## config.mk

```make
export PLATFORM = sky130hd
export DESIGN_NAME = zoom_hdmi_fifo_reader
export DESIGN_NICKNAME = d
export VERILOG_FILES = /design/src/rtl/zoom_hdmi_pkg.sv /design/src/rtl/zoom_hdmi_delay_pipe.sv /design/src/rtl/zoom_hdmi_fifo_reader.sv
export SDC_FILE = /design/constraint.sdc
export NUM_CORES = 1
export LEC_CHECK = 0
export ABC_CLOCK_PERIOD_IN_PS = 1790
export CAP_MARGIN = 20
export CORE_ASPECT_RATIO = 0.7
export CORE_MARGIN = 2
export CORE_UTILIZATION = 38
export CTS_CLUSTER_DIAMETER = 30
export DETAILED_ROUTE_END_ITERATION = 10
export GPL_TIMING_DRIVEN = 0
export PLACE_DENSITY = 0.79
export SYNTH_ARGS = -nofsm -noshare
export SYNTH_HDL_FRONTEND = slang
export SYNTH_SLANG_ARGS = --single-unit
```

## constraint.sdc

```tcl
create_clock -name rd_clk -period 1.79 [get_ports rd_clk]
set_input_delay 0.358 -clock rd_clk [delete_from_list [all_inputs] [get_ports rd_clk]]
set_output_delay 0.358 -clock rd_clk [all_outputs]
set_load 0.02 [all_outputs]
```

## src/rtl/zoom_hdmi_pkg.sv

```systemverilog
// Shared definitions for the zoom->HDMI FIFO read side: defaults and FSM encoding.
package zoom_hdmi_pkg;

   localparam int unsigned DATA_WIDTH_DEF = 24;
   localparam logic [DATA_WIDTH_DEF-1:0] FILL_COLOR_DEF = 24'h000000;

   // Reader FSM: wait for a frame, wait for enough buffered data, stream.
   typedef enum logic [1:0] {
      ST_IDLE  = 2'd0,
      ST_PRIME = 2'd1,
      ST_RUN   = 2'd2
   } state_e;

   // True when the raw vsync level matches the configured active polarity.
   function automatic logic vs_active(input logic vs, input logic pol);
      return (vs == pol);
   endfunction

endpackage

```

## src/rtl/zoom_hdmi_delay_pipe.sv

```systemverilog
// N-stage, W-bit shift register with synchronous clear; aligns timing signals
// with FIFO read data that arrives N cycles after the read strobe.
module zoom_hdmi_delay_pipe #(
   parameter int unsigned N = 2,
   parameter int unsigned W = 1
) (
   input  logic         clk,
   input  logic         srst,
   input  logic [W-1:0] din,
   output logic [W-1:0] dout
);

   logic [N-1:0][W-1:0] stage_q;
   logic [N-1:0][W-1:0] stage_d;

   // Each stage takes the previous one; stage 0 takes the input.
   always_comb begin
      stage_d[0] = din;
      for (int i = 1; i < N; i++) begin
         stage_d[i] = stage_q[i-1];
      end
   end

   // Advance the whole pipe every cycle; reset empties it.
   always_ff @(posedge clk) begin
      if (srst) begin
         stage_q <= '0;
      end else begin
         stage_q <= stage_d;
      end
   end

   assign dout = stage_q[N-1];

endmodule

```

## src/rtl/zoom_hdmi_fifo_reader.sv

```systemverilog
// Pixel-clock consumer of the zoom->HDMI async FIFO. Reads one pixel per active
// video cycle, re-primes at each frame start, and substitutes a fill colour when
// the FIFO runs dry so the HDMI timing never stalls.
module zoom_hdmi_fifo_reader
   import zoom_hdmi_pkg::*;
#(
   parameter int unsigned           DATA_WIDTH   = DATA_WIDTH_DEF,
   parameter int unsigned           RD_LATENCY   = 2,
   parameter bit                    VS_POL       = 1'b1,
   parameter logic [DATA_WIDTH-1:0] FILL_COLOR   = DATA_WIDTH'(FILL_COLOR_DEF),
   parameter int unsigned           UF_CNT_WIDTH = 16
) (
   input  logic                    rd_clk,
   input  logic                    rd_rst,
   input  logic                    vid_vs_i,
   input  logic                    vid_hs_i,
   input  logic                    vid_de_i,
   output logic                    fifo_rd_en,
   input  logic [DATA_WIDTH-1:0]   fifo_rd_data,
   input  logic                    fifo_rd_empty,
   input  logic                    fifo_almost_empty,
   output logic                    vid_vs_o,
   output logic                    vid_hs_o,
   output logic                    vid_de_o,
   output logic [DATA_WIDTH-1:0]   vid_rgb_o,
   output logic                    underflow_o,
   output logic [UF_CNT_WIDTH-1:0] underflow_cnt_o,
   output logic                    running_o
);

   state_e                  state_q, state_d;
   logic                    running_q, running_d;
   logic                    vs_prev_q, vs_prev_d;
   logic                    uf_q, uf_d;
   logic [UF_CNT_WIDTH-1:0] uf_cnt_q, uf_cnt_d;

   logic vs_act;
   logic vs_start;
   logic in_run;
   logic rd_req;
   logic uf_evt;

   logic de_d, hs_d, vs_d, tag_d;

   assign vs_act   = vs_active(vid_vs_i, VS_POL);
   assign vs_start = vs_act & ~vs_prev_q;
   assign in_run   = (state_q == ST_RUN);

   // Reads only happen while streaming, during active video, with data present.
   assign rd_req = in_run & vid_de_i & ~fifo_rd_empty;
   // A starved pixel: the timing wants a pixel but the FIFO has none.
   assign uf_evt = in_run & vid_de_i & fifo_rd_empty;

   // Reset kills the strobe immediately, not one cycle later.
   assign fifo_rd_en = rd_req & ~rd_rst;

   // Next-state logic: prime on frame start, enter RUN only between lines.
   always_comb begin
      state_d = state_q;
      unique case (state_q)
         ST_IDLE:  if (vs_start) state_d = ST_PRIME;
         ST_PRIME: if (!fifo_almost_empty && !vid_de_i) state_d = ST_RUN;
         ST_RUN:   if (vs_start) state_d = ST_PRIME;
         default:  state_d = ST_IDLE;
      endcase
      running_d = (state_d == ST_RUN);
   end

   // Underflow flag (set wins over frame-start clear) and saturating counter.
   always_comb begin
      vs_prev_d = vs_act;
      uf_d      = uf_q;
      uf_cnt_d  = uf_cnt_q;
      if (uf_evt) begin
         uf_d = 1'b1;
      end else if (vs_start) begin
         uf_d = 1'b0;
      end
      if (uf_evt && (uf_cnt_q != {UF_CNT_WIDTH{1'b1}})) begin
         uf_cnt_d = uf_cnt_q + UF_CNT_WIDTH'(1);
      end
   end

   // State, status and vsync-edge registers.
   always_ff @(posedge rd_clk) begin
      if (rd_rst) begin
         state_q   <= ST_IDLE;
         running_q <= 1'b0;
         vs_prev_q <= 1'b0;
         uf_q      <= 1'b0;
         uf_cnt_q  <= '0;
      end else begin
         state_q   <= state_d;
         running_q <= running_d;
         vs_prev_q <= vs_prev_d;
         uf_q      <= uf_d;
         uf_cnt_q  <= uf_cnt_d;
      end
   end

   // Syncs, DE and the "this pixel was read" tag travel together so they line
   // up with fifo_rd_data, which appears RD_LATENCY cycles after the strobe.
   zoom_hdmi_delay_pipe #(
      .N (RD_LATENCY),
      .W (4)
   ) u_pipe (
      .clk  (rd_clk),
      .srst (rd_rst),
      .din  ({vid_vs_i, vid_hs_i, vid_de_i, fifo_rd_en}),
      .dout ({vs_d, hs_d, de_d, tag_d})
   );

   // fifo_rd_data comes straight from the FIFO output register on this clock,
   // so selecting it here changes on the same edge as the delayed syncs.
   always_comb begin
      vid_rgb_o = '0;
      if (de_d) begin
         vid_rgb_o = tag_d ? fifo_rd_data : FILL_COLOR;
      end
   end

   assign vid_vs_o        = vs_d;
   assign vid_hs_o        = hs_d;
   assign vid_de_o        = de_d;
   assign underflow_o     = uf_q;
   assign underflow_cnt_o = uf_cnt_q;
   assign running_o       = running_q;

endmodule
```

==> summary.txt <==
Wirelength, routed: 3950 um
Register area share after synthesis: 40.4%
Remaining Overflow, GRT: 0
Antenna violations before repair: 0
Max Freq: 577 MHz
ANT cells: 0
Outcome: finished, final reports clean
Final worst slack: 0.0561 ns
Largest net degree at the start of global routing: 15
Via count: 1,503
Post-place setup slack: -0.588 ns
Endpoints failing setup: 0
Ordered list of cells on the worst path: clkdlybuf4s50_1
Die height: 54.6 um
Power Total: 1.09 mW
RSZ-0062 raised after global routing: yes
H-tree levels: 1
Synth Flop Type: dfxtp_1
Bufs on Longest Clock Path: 2
Most common cell in the netlist: dfxtp_1
Worst-Skew Late Latency: 0.27 ns
DR vias/cell: 5.11
Number of synthesized flops with an enable pin: 0
Post-layout util: 65.7%
Die Width: 76.2 um
Peak VDD IR: 0.000390 V
Final layout net count: 278
Top-area cell type share of the netlist area: 40.4%
Setup total negative slack: 0 ns
Crit path launch type: flip-flop
Sink Count: 28
Die Area: 4160 sq um
Hold_buf cts: 0
Total global-route track usage: 19.0%
Max-cap violation count: 0
Hold_ws: 0.443 ns
Pwr per Cell Area: 474 nW/um^2
CTS tree: done
Share of cells above drive strength 1: 11.5%
Fin. Hold Viols: 0
Vias in the first global route: 1,281
Net Count, Synth: 194
Max-slew violations: 0
LEAKAGE: 1.04 nW
Core area: 3510 sq um
Yosys top cell by area: dfxtp_1
Post-Syn Area per Cell: 8.57 sq um
Top delay family on crit path: buffers and inverters
Slew @ Worst Pin: 0.512 ns
Critical path data required time: 1.43 ns
Share of flip-flops with an asynchronous set or reset: 0%
Critical Path Max Stage Delay: 0.65 ns
DRC Markers: 0
Post-DP HPWL: 2980 um
HP Class: reg2reg
Number of nets with antenna violations after routing: 0
Synth-to-Final Area Change: 66.3%
Initial Util: 39.5%
Netlist Area Pre-Place: 1390 sq um
FF+latch count, synth: 28
Post-layout min period: 1.73 ns
Gpl congestion: 0.830
Top Ports: 77
CTS Buf Count: 3
Post-synth cell types: 35
Clk Tree Root Cell: clkbuf_8
Routed len/inst: 13.4 um
WP data arrival: 1.38 ns
CTS clock-pin slew for the worst setup and hold paths: 0.09 ns
DR iter-0 viols: 54
Final Cycle Share: 96.9%
Commonest cells post-synth: 28 x dfxtp_1, 25 x and3_1, 13 x a21oi_1
Crit path max fanout: 7
Yosys warns: 0
# port buffers: 75
Post-Syn Instances: 162
WS Path Type: reg2out
Pre-antenna DRT Iters: 4
Buf/Inv on CP: 1
Rel. slew slack: 65.9%
Top cells by area, synth: dfxtp_1 40%, and3_1 11%, a21oi_1 4.7%
Clk_skew: 0.00249 ns
Crit path max-delay cell type: clkdlybuf4s50_1
Worst Setup End Kind: output port
Row count: 18
First-pass GRT wire length: 6230 um
## cell type report
class                   count  area [sq um]
well taps                  50          62.6
multi-input cells         121           806
fillers                   311          1210
flip-flops and latches     28           568
inverters                   4          15.0
plain buffers               9          58.8
repair buffers             79           756
clock buffers               3          41.3
## timing repair
action / CTS / global route
gates cloned: 0 / 0
buffers inserted: 2 / 2
endpoints found under the setup margin: 28 / 35
resized for setup: 43 / 17
pin swaps: 1 / 2
## state kept, by name (all words and copies together), names as in the netlist
register	flops
running_o	1
state_q	2
u_pipe.dout	4
u_pipe.stage_d	3
underflow_cnt_o	16
underflow_o	1
vs_prev_q	1
## stage by stage
stage	cell area, sq um	cells
after floorplan	1390	162
final	2310	294
after detailed placement	2200	287
after global placement	2200	287
after CTS	2250	292
after global routing	2310	294
## where the power goes
part           switching [mW]  internal (mW)  leakage, nW
sequential            0.00680          0.632        0.230
combinational          0.0392         0.0715        0.793
clock                   0.193          0.151       0.0216
## cells by family (layout without fill, tap and decap cells)
kind of cell	Yosys count	count (layout)	share of synthesized area, %
XOR/XNOR	1	1	0.631
flip-flops	28	28	40.4
AND/OR/NAND/NOR	89	89	40.2
AO/OA/AOI/OAI	29	29	12.4
multiplexers	1	1	0.811
buffers and inverters	13	95	4.60
adder cells (fa/ha/maj)	1	1	0.902
## metal layers
layer	wire, um	global-route usage (%)	part of all wire (%)	vias up
li1	-	-	-	770
met1	2030	26.7	51	703
met2	1760	30.4	45	26
met3	136	4.29	3.4	4
met4	21	4.24	0.53	0
met5	0	0	0	-
## placed cells by master (no fill, tap or decap), types with 2 or more instances in the layout
cell / n
or3_1: 5
nor3_1: 6
nor4bb_1: 2
buf_1: 2
clkbuf_8: 3
and3_1: 25
a211oi_1: 2
and4_1: 2
nor4_4: 3
a21oi_1: 13
nand4_1: 5
dlygate4sd2_1: 20
buf_6: 2
nor2b_1: 8
o21ai_0: 6
o31ai_1: 4
clkbuf_4: 2
nand2_1: 6
clkdlybuf4s15_1: 6
nor2_1: 11
clkbuf_2: 2
dfxtp_1: 22
nand3_1: 4
dlymetal6s2s_1: 2
clkdlybuf4s50_1: 46
inv_1: 4
or4_1: 4
buf_4: 4
dfxtp_2: 6
## worst paths after layout
path         cells past startpoint                              end  slack (ns)                       startpoint
max                              1               underflow_cnt_o[9]        0.06  underflow_cnt_o[9]$_SDFFE_PP0P_
min                              1        u_pipe.dout[1]$_SDFF_PP0_        0.44     u_pipe.stage_d[5]$_SDFF_PP0_
min reg2reg                      1        u_pipe.dout[1]$_SDFF_PP0_        0.44     u_pipe.stage_d[5]$_SDFF_PP0_
max reg2reg                      7  underflow_cnt_o[9]$_SDFFE_PP0P_        0.08  underflow_cnt_o[0]$_SDFFE_PP0P_
(Power assumes the default switching activity.)
